[src/rtl/tilelink_pkg.sv]
// Shared TileLink network-acquire types and constants for the acquire arbiter slice.
package tilelink_pkg;

   localparam logic [2:0]  ACQ_PUT_BLOCK   = 3'h3;
   localparam int unsigned BEATS_PER_BLOCK = 8;
   localparam int unsigned BEAT_W          = 3;
   localparam int unsigned ADDR_BLOCK_W    = 26;
   localparam int unsigned UNION_W         = 12;
   localparam int unsigned DATA_W          = 64;
   localparam int unsigned HDR_W           = 2;

   localparam logic [BEAT_W-1:0] LAST_BEAT = BEAT_W'(BEATS_PER_BLOCK - 1);

   typedef struct packed {
      logic [ADDR_BLOCK_W-1:0] addr_block;
      logic                    client_xact_id;
      logic [BEAT_W-1:0]       addr_beat;
      logic                    is_builtin_type;
      logic [2:0]              a_type;
      logic [UNION_W-1:0]      union_bits;
      logic [DATA_W-1:0]       data;
   } acq_payload_t;

   typedef struct packed {
      logic [HDR_W-1:0] src;
      logic [HDR_W-1:0] dst;
      acq_payload_t     payload;
   } net_acquire_t;

   typedef enum logic {
      ST_IDLE,
      ST_LOCKED
   } lock_state_e;

   function automatic logic is_multibeat(input logic builtin, input logic [2:0] a_type);
      return builtin && (a_type == ACQ_PUT_BLOCK);
   endfunction

endpackage

[src/rtl/net_acquire_queue_2.sv]
// Two-entry circular queue of network acquires; head entry drives the output directly.
module net_acquire_queue_2
   import tilelink_pkg::*;
#(
   parameter int unsigned DEPTH = 2
) (
   input  logic         clk,
   input  logic         reset,
   input  logic         enq,
   input  net_acquire_t enq_data,
   output logic         full,
   input  logic         deq_ready,
   output logic         deq_valid,
   output net_acquire_t deq_data
);

   net_acquire_t mem [DEPTH];
   logic         head;
   logic         tail;
   logic [1:0]   count;
   logic         wr;
   logic         rd;

   assign full      = (count == 2'd2);
   assign deq_valid = (count != 2'd0);
   assign deq_data  = mem[head];
   assign wr        = enq & ~full;
   assign rd        = deq_ready & deq_valid;

   always_ff @(posedge clk or posedge reset) begin
      if (reset) begin
         head  <= 1'b0;
         tail  <= 1'b0;
         count <= 2'd0;
      end else begin
         if (wr) tail <= ~tail;
         if (rd) head <= ~head;
         case ({wr, rd})
            2'b10:   count <= count + 2'd1;
            2'b01:   count <= count - 2'd1;
            default: count <= count;
         endcase
      end
   end

   // Payload storage is not reset; it is only observed while count != 0.
   always_ff @(posedge clk) begin
      if (wr) mem[tail] <= enq_data;
   end

endmodule

[src/rtl/acquire_network_arbiter_2.sv]
// Round-robin merge of two client acquire streams with putBlock locking, into a 2-entry output queue.
module acquire_network_arbiter_2
   import tilelink_pkg::*;
#(
   parameter int unsigned DEPTH = 2
) (
   input  logic                    clk,
   input  logic                    reset,
   output logic                    io_in_0_ready,
   input  logic                    io_in_0_valid,
   input  logic [HDR_W-1:0]        io_in_0_bits_header_src,
   input  logic [HDR_W-1:0]        io_in_0_bits_header_dst,
   input  logic [ADDR_BLOCK_W-1:0] io_in_0_bits_payload_addr_block,
   input  logic [0:0]              io_in_0_bits_payload_client_xact_id,
   input  logic [BEAT_W-1:0]       io_in_0_bits_payload_addr_beat,
   input  logic [0:0]              io_in_0_bits_payload_is_builtin_type,
   input  logic [2:0]              io_in_0_bits_payload_a_type,
   input  logic [UNION_W-1:0]      io_in_0_bits_payload_union,
   input  logic [DATA_W-1:0]       io_in_0_bits_payload_data,
   output logic                    io_in_1_ready,
   input  logic                    io_in_1_valid,
   input  logic [HDR_W-1:0]        io_in_1_bits_header_src,
   input  logic [HDR_W-1:0]        io_in_1_bits_header_dst,
   input  logic [ADDR_BLOCK_W-1:0] io_in_1_bits_payload_addr_block,
   input  logic [0:0]              io_in_1_bits_payload_client_xact_id,
   input  logic [BEAT_W-1:0]       io_in_1_bits_payload_addr_beat,
   input  logic [0:0]              io_in_1_bits_payload_is_builtin_type,
   input  logic [2:0]              io_in_1_bits_payload_a_type,
   input  logic [UNION_W-1:0]      io_in_1_bits_payload_union,
   input  logic [DATA_W-1:0]       io_in_1_bits_payload_data,
   input  logic                    io_out_ready,
   output logic                    io_out_valid,
   output logic [HDR_W-1:0]        io_out_bits_header_src,
   output logic [HDR_W-1:0]        io_out_bits_header_dst,
   output logic [ADDR_BLOCK_W-1:0] io_out_bits_payload_addr_block,
   output logic [0:0]              io_out_bits_payload_client_xact_id,
   output logic [BEAT_W-1:0]       io_out_bits_payload_addr_beat,
   output logic [0:0]              io_out_bits_payload_is_builtin_type,
   output logic [2:0]              io_out_bits_payload_a_type,
   output logic [UNION_W-1:0]      io_out_bits_payload_union,
   output logic [DATA_W-1:0]       io_out_bits_payload_data,
   output logic                    io_lock_active
);

   net_acquire_t in_pkt [2];
   net_acquire_t sel;
   net_acquire_t head;
   lock_state_e  state, state_next;
   logic         lock_owner, owner_next;
   logic         rr_ptr, rr_next;
   logic [1:0]   valid, grant, ready;
   logic         q_full, fire, winner, sel_multi, sel_last;

   assign in_pkt[0] = '{src: io_in_0_bits_header_src, dst: io_in_0_bits_header_dst,
                        payload: '{addr_block: io_in_0_bits_payload_addr_block,
                                   client_xact_id: io_in_0_bits_payload_client_xact_id,
                                   addr_beat: io_in_0_bits_payload_addr_beat,
                                   is_builtin_type: io_in_0_bits_payload_is_builtin_type,
                                   a_type: io_in_0_bits_payload_a_type,
                                   union_bits: io_in_0_bits_payload_union,
                                   data: io_in_0_bits_payload_data}};
   assign in_pkt[1] = '{src: io_in_1_bits_header_src, dst: io_in_1_bits_header_dst,
                        payload: '{addr_block: io_in_1_bits_payload_addr_block,
                                   client_xact_id: io_in_1_bits_payload_client_xact_id,
                                   addr_beat: io_in_1_bits_payload_addr_beat,
                                   is_builtin_type: io_in_1_bits_payload_is_builtin_type,
                                   a_type: io_in_1_bits_payload_a_type,
                                   union_bits: io_in_1_bits_payload_union,
                                   data: io_in_1_bits_payload_data}};

   assign valid = {io_in_1_valid, io_in_0_valid};

   always_comb begin
      grant = '0;
      if (state == ST_LOCKED) grant[lock_owner] = valid[lock_owner];
      else if (&valid)        grant[rr_ptr]     = 1'b1;
      else                    grant             = valid;
   end

   // Ready is held low while reset is asserted so the reset values hold regardless of input valids.
   assign ready         = grant & {2{~q_full & ~reset}};
   assign io_in_0_ready = ready[0];
   assign io_in_1_ready = ready[1];
   assign fire          = |ready;
   assign winner        = ready[1];
   assign sel           = winner ? in_pkt[1] : in_pkt[0];
   assign sel_multi     = is_multibeat(sel.payload.is_builtin_type, sel.payload.a_type);
   assign sel_last      = (sel.payload.addr_beat == LAST_BEAT);

   always_ff @(posedge clk or posedge reset) begin
      if (reset) begin
         state      <= ST_IDLE;
         lock_owner <= 1'b0;
         rr_ptr     <= 1'b0;
      end else begin
         state      <= state_next;
         lock_owner <= owner_next;
         rr_ptr     <= rr_next;
      end
   end

   always_comb begin
      state_next = state;
      owner_next = lock_owner;
      rr_next    = rr_ptr;
      if (fire) begin
         case (state)
            ST_IDLE: begin
               rr_next = ~winner;
               if (sel_multi && !sel_last) begin
                  state_next = ST_LOCKED;
                  owner_next = winner;
               end
            end
            ST_LOCKED: begin
               if (sel_last) begin
                  state_next = ST_IDLE;
                  rr_next    = ~lock_owner;
               end
            end
            default: state_next = ST_IDLE;
         endcase
      end
   end

   assign io_lock_active = (state == ST_LOCKED);

   net_acquire_queue_2 #(.DEPTH(DEPTH)) u_queue (
      .clk       (clk),
      .reset     (reset),
      .enq       (fire),
      .enq_data  (sel),
      .full      (q_full),
      .deq_ready (io_out_ready),
      .deq_valid (io_out_valid),
      .deq_data  (head)
   );

   assign io_out_bits_header_src              = head.src;
   assign io_out_bits_header_dst              = head.dst;
   assign io_out_bits_payload_addr_block      = head.payload.addr_block;
   assign io_out_bits_payload_client_xact_id  = head.payload.client_xact_id;
   assign io_out_bits_payload_addr_beat       = head.payload.addr_beat;
   assign io_out_bits_payload_is_builtin_type = head.payload.is_builtin_type;
   assign io_out_bits_payload_a_type          = head.payload.a_type;
   assign io_out_bits_payload_union           = head.payload.union_bits;
   assign io_out_bits_payload_data            = head.payload.data;

endmodule

[config.mk]
export PLATFORM = sky130hd
export DESIGN_NAME = acquire_network_arbiter_2
export DESIGN_NICKNAME = d
export VERILOG_FILES = /design/src/rtl/tilelink_pkg.sv /design/src/rtl/net_acquire_queue_2.sv /design/src/rtl/acquire_network_arbiter_2.sv
export SDC_FILE = /design/constraint.sdc
export NUM_CORES = 1
export LEC_CHECK = 0
export BUFFER_PORTS_ARGS = -buffer_cell sky130_fd_sc_hd__buf_2
export CORE_MARGIN = 2
export CORE_UTILIZATION = 54
export CTS_CLUSTER_SIZE = 8
export DETAILED_ROUTE_END_ITERATION = 16
export GPL_TIMING_DRIVEN = 0
export HOLD_SLACK_MARGIN = 0.03
export PLACE_DENSITY = 0.93
export REMOVE_ABC_BUFFERS = 1
export SLEW_MARGIN = 20
export SYNTH_ARGS = -nofsm -noshare
export SYNTH_HDL_FRONTEND = slang
export SYNTH_SLANG_ARGS = --single-unit
[constraint.sdc]
create_clock -name clk -period 9.65 [get_ports clk]
set_input_delay 0.4825 -clock clk [delete_from_list [all_inputs] [get_ports clk]]
set_output_delay 0.4825 -clock clk [all_outputs]
set_load 0.1 [all_outputs]
==> Word level (Yosys, flattened, before mapping) <==
Memories as Yosys holds them, arrays and structs flattened.
Cells that the tools add are included.
{ "op_classes": {"magnitude_cmp": 4, "n_reduce_logical": 11, "n_bitwise": 12, "eq_ne": 6, "n_addsub": 2, "muxes": 17} }
{ "ops": {"columns": ["op", "n"], "rows": [
  ["two-way mux 114 bit", 1],
  ["two-way mux 1 bit", 9],
  ["NOT 1 bit", 7],
  ["bitwise AND 2 bit", 2],
  ["equality test 2 bit, second input constant", 2],
  ["logical AND 1 bit", 4],
  ["< comparator 1 x 2 -> 1 bit, second input constant", 2],
  ["two-way mux 2 bit", 2],
  ["case mux 1 bit (2 select lines)", 2],
  ["case mux 2 bit (2 select lines)", 1],
  ["AND reduction 2 bit", 2],
  ["nonzero test 2 bit", 2],
  ["bitwise AND 1 bit", 3],
  ["equality test 3 x 2 -> 1 bit, second input constant", 1],
  ["equality test 3 bit, second input constant", 1],
  ["AND reduction 3 bit", 1],
  ["adder 2 x 1 -> 2 bit, second input constant", 1],
  ["demux 1 bit (select 1 bit)", 2],
  ["equality test 2 x 1 -> 1 bit, second input constant", 1],
  [">= comparator 1 bit, second input constant", 2],
  ["!= test 2 x 1 -> 1 bit, second input constant", 1],
  ["OR reduction 2 bit", 1],
  ["subtractor 2 x 1 -> 2 bit, second input constant", 1],
  ["zero test 1 bit", 1]
]} }
{ "totals": {"ram_bits": 228, "in_bits": 233, "word_cells": 59, "output_inout_bits": 118, "mem_count": 1, "ff_bits": 7} }
{ "mem_list": {"columns": ["memory", "words", "width", "read_ports", "rd_clocked_by_memory_dff", "wr", "line_no", "source"], "rows": [
  ["u_queue.mem", 2, 114, 1, 0, 1, "net_acquire_queue_2.sv:17", "net_acquire_t mem [DEPTH];"]
]} }

==> Logic depth before layout (Yosys ltp) <==
{ "depth": {"depth_word": 13, "mapped_depth": 9, "ltp_nobuf": 7} }

==> Modules after synthesis <==
From an unflattened synthesis, not the netlist that was laid out.
{ "hier_totals": {"cells_unflattened": 550, "hier_area_um2": 10252.3} }
{ "modules_own_cells": {"columns": ["mod", "area_each_um2", "cells_per_inst", "seq_area_each_um2", "n_inst"], "rows": [
  ["net_acquire_queue_2", 8629.5, 374, 6946.7, 1],
  ["acquire_network_arbiter_2", 1622.8, 176, 75.1, 1]
]} }

==> Worst setup path after synthesis <==
OpenSTA, ideal clock, no wires.
{ "synth_path": {"path_kind": "flip-flop to flip-flop", "startpoint": "reg state (netlist: io_lock_active)", "endpoint": "mem u_queue.mem[0][0] in the netlist's numbering (enable)", "path_buffers": 0, "path_slack_ns": 3.045, "t_arrival_ns": 6.016, "required_ns": 9.061, "synth_period_minus_slack_ns": 6.605, "setup_ns": 0.589, "stages_incl_launch_ff": 4, "path_cell_list": "dfrtp_1 > nand2_1 > o211ai_1 > nor2_1"} }
{ "synth_via": {"elab_chain_cells": 6} }
{ "synth_lines": {"columns": ["element", "line_no", "source"], "rows": [
  ["start: declaration", "acquire_network_arbiter_2.sv:48", "lock_state_e state, state_next;"],
  ["start signal: assignment", "acquire_network_arbiter_2.sv:96", "state <= state_next;"],
  ["two-way mux 2 bit", "acquire_network_arbiter_2.sv:75", "if (state == ST_LOCKED) grant[lock_owner] = valid[lock_owner];"],
  ["bitwise AND 2 bit", "acquire_network_arbiter_2.sv:81", "assign ready = grant & {2{~q_full & ~reset}};"],
  ["OR reduction 2 bit", "acquire_network_arbiter_2.sv:84", "assign fire = |ready;"],
  ["bitwise AND 1 bit", "net_acquire_queue_2.sv:27", "assign wr = enq & ~full;"],
  ["two-way mux 1 bit", "net_acquire_queue_2.sv:48", "if (wr) mem[tail] <= enq_data;"],
  ["two-way mux 1 bit (not written as such)", "net_acquire_queue_2.sv:48", null],
  ["end: declaration", "net_acquire_queue_2.sv:17", null]
]} }
Every way passes these cells.

==> Final worst setup path <==
{ "layout_path": {"startpoint": "in reset", "endpoint": "out io_in_1_ready"} }
{ "layout_via": {"elab_chain_cells": 3} }
{ "layout_lines": {"columns": ["element", "line_no", "source"], "rows": [
  ["start: declaration", "acquire_network_arbiter_2.sv:8", "input logic reset,"],
  ["NOT 1 bit", "acquire_network_arbiter_2.sv:81", null],
  ["bitwise AND 1 bit", "acquire_network_arbiter_2.sv:81", null],
  ["bitwise AND 2 bit", "acquire_network_arbiter_2.sv:81", null],
  ["end: declaration", "acquire_network_arbiter_2.sv:20", "output logic io_in_1_ready,"]
]} }
Every way passes these cells.

==> metrics.txt <==
total power per unit cell area=331.9 nW/µm²; H-tree Lvls=2; Crit Path Category=primary input to output pin; Post-Synth Simple-Gate Area=14.15%; clk_lat worst skew=0.49 ns; Core Rows=49; Post-Syn Instances=774; clock sink total=235; antenna violations before repair=0; Antenna Cells=0; unrepaired setup endpoints after global routing=false; Wirelength per Cell=17.01 µm; largest net degree at the start of global routing=119; total number of vias=7202; die width=140.7 µm; Starting DRT DRC Count=407; reg-to-reg startpoint=u_queue.count[1]; compound-gate portion of the synthesized area=0.6201%; DR DRC count=0; max-slew violations=0; endpoints failing hold=0; worst min path class=primary input to flip-flop; Post-Synth Adder-Cell Area=0.1240%; startpoint types=primary input; status=finished, final reports clean; Final Cycle Share=40.99%; TritonCTS clock tree=yes; post-synthesis register bit count=235; clk_skew=0.01747 ns; IO Count=351; Detailed Place HPWL=15530 µm; maxcap violations=0; Slew headroom=33.73%; Worst IR Drop VDD=0.2337 mV; Die Ht=140.7 µm; nets=1369; Num CTS Buffers=35; Peak Freq=252.8 MHz; post-synthesis xor/xnor area fraction=0.4341%; postcts setup bufs=0; Synth Flop Type=edfxtp_1; Post-synth EDFFs=228; largest family of logic cells by synthesized area=simple AND/OR/NAND/NOR gates; die area=19790 µm²; Clk pin slew, worst setup/hold paths=0.05 ns; Tmin final=3.955 ns; sequential element share of the synthesized area=69.60%; vias in the first global route=7394; share of flip-flops with an asynchronous set or reset=2.979%; WP data arrival=3.47 ns; clock root buffer=clkbuf_16; Yosys cell types=31; IO buf count=350; area delta synth->final=30.52%; Via density=5.253; GRT Resource Usage Total=23.03%; Max Root-Sink Buffers=3; setup TNS=0 ns; area of the mapped netlist=10090 µm²; Syn. warnings=0; hold_buf cts=1; share of cells above drive strength 1=45.53%; critical path fanouts, max=118; starting density of the core=55.59%; first-pass GRT wire length=36090 µm; Core Area=18150 µm²; first-pass iteration count of the detailed router=5; GPL Wtd Cong=0.8442; grt total ovfl=0; Leak Pwr=5.626 nW; Data required, critical path=9.17 ns; CP startpoint=reset; syn avg cell area=13.03 µm²; mux cell area share after synthesis=12.82%; Setup crit end kind=output pin; launch point of the worst hold path=io_in_1_bits_payload_data[15]; DRT antenna net count=0; Util after Layout=72.56%; final-layout fill cell count=1125; post-cts sizing count=0; Routed WL=23330 µm; Setup violations, final=0; Slew @ Worst Pin=0.9897 ns
-- flip-flops by register name, indices dropped and copies added (netlist names) --
register        flops
u_queue.head        1
u_queue.tail        1
u_queue.count       2
lock_owner          1
rr_ptr              1
u_queue.mem       228
io_lock_active      1
-- worst max-delay path: stages --
cell	delay, ns
dlygate4sd3_1	0.53
buf_2	0.13
nor2_1	0.39
nand2_8	0.52
inv_6	0.79
buf_2	0.56
-- cell usage after synthesis (all sizes together) (2+ instances only) --
master / count / area share (%)
nand2: 348 / 13
xor2: 2 / 0.17
inv: 3 / 0.14
nand4: 2 / 0.12
nor2: 8 / 0.30
clkbuf: 15 / 0.56
mux2: 114 / 13
nand3: 3 / 0.15
o211ai: 4 / 0.30
buf: 23 / 1.6
dfrtp: 7 / 1.7
edfxtp: 228 / 68
xnor2: 3 / 0.26
-- routing by layer --
layer	track usage (%)	routed length [µm]	share of wire (%)	up-vias
met5	0	0	0	-
met4	10.63	885	3.8	0
met3	6.012	1696	7.3	79
met2	41.69	12250	53	344
met1	25.39	8492	36	3372
li1	-	-	-	3407
-- power breakdown --
part | leakage, nW | switching (mW) | internal [mW]
combinational | 3.01 | 1.60 | 0.410
sequential | 2.15 | 0.0413 | 1.25
clock | 0.463 | 0.388 | 0.677
-- through the flow --
step	instance area [µm²]	std cells	setup slack, ns	hold slack [ns]	power [mW]
floorplan	9876	736	3.045	0.2859	2.986
CTS	13160	1371	5.281	0.2631	4.401
finish	13170	1371	5.695	0.2867	4.371
global route	13170	1371	5.520	0.2709	4.503
detailed placement	12190	1326	5.669	0.4350	3.320
global placement	11910	1315	0.6010	0.4357	3.330
-- area by class of cell --
| type | count | area, µm² | share of cell area [%] |
|---|---|---|---|
| well taps | 229 | 286.5 | 2.176 |
| clock inverters | 1 | 7.507 | 0.05701 |
| clock buffers | 43 | 948.4 | 7.203 |
| repair buffers | 362 | 2019 | 15.34 |
| inverters | 3 | 16.27 | 0.1235 |
| multi-input cells | 498 | 2864 | 21.75 |
| flip-flops and latches | 235 | 7025 | 53.35 |
-- cell usage in the layout (no fill, tap or decap), types with 2 or more instances in the layout --
| cell | count |
|---|---|
| buf_12 | 6 |
| buf_16 | 5 |
| buf_2 | 350 |
| clkbuf_1 | 6 |
| clkbuf_16 | 37 |
| dfrtp_1 | 6 |
| edfxtp_1 | 228 |
| inv_1 | 2 |
| mux2_2 | 114 |
| nand2_1 | 347 |
| nand3_1 | 3 |
| nand4_1 | 2 |
| nor2_1 | 6 |
| nor2_4 | 2 |
| o211ai_1 | 4 |
| xnor2_1 | 3 |
| xor2_1 | 2 |
-- logic make-up (layout without fill, tap and decap cells) --
| logic type | after synthesis | count (layout) |
|---|---|---|
| AO/OA/AOI/OAI | 8 | 8 |
| XOR/XNOR | 5 | 5 |
| adder cells (fa/ha/maj) | 1 | 1 |
| buffers and inverters | 41 | 409 |
| flip-flops | 235 | 235 |
| multiplexers | 115 | 115 |
| AND/OR/NAND/NOR | 369 | 369 |
-- path summary, 6_finish.rpt --
| path | end | slack, ns | cells past startpoint |
|---|---|---|---|
| hold reg to reg | u_queue.count[1] | 0.52 | 1 |
| hold / removal | u_queue.mem[0][15] | 0.29 | 3 |
| setup / recovery | io_in_1_ready | 5.69 | 6 |
| min in group asynchronous | lock_owner | 0.49 | 3 |
| max in group asynchronous | u_queue.head | 8.91 | 3 |
| setup reg to reg | u_queue.mem[0][75] | 6.64 | 6 |
Power figures use the tool's default switching activity.
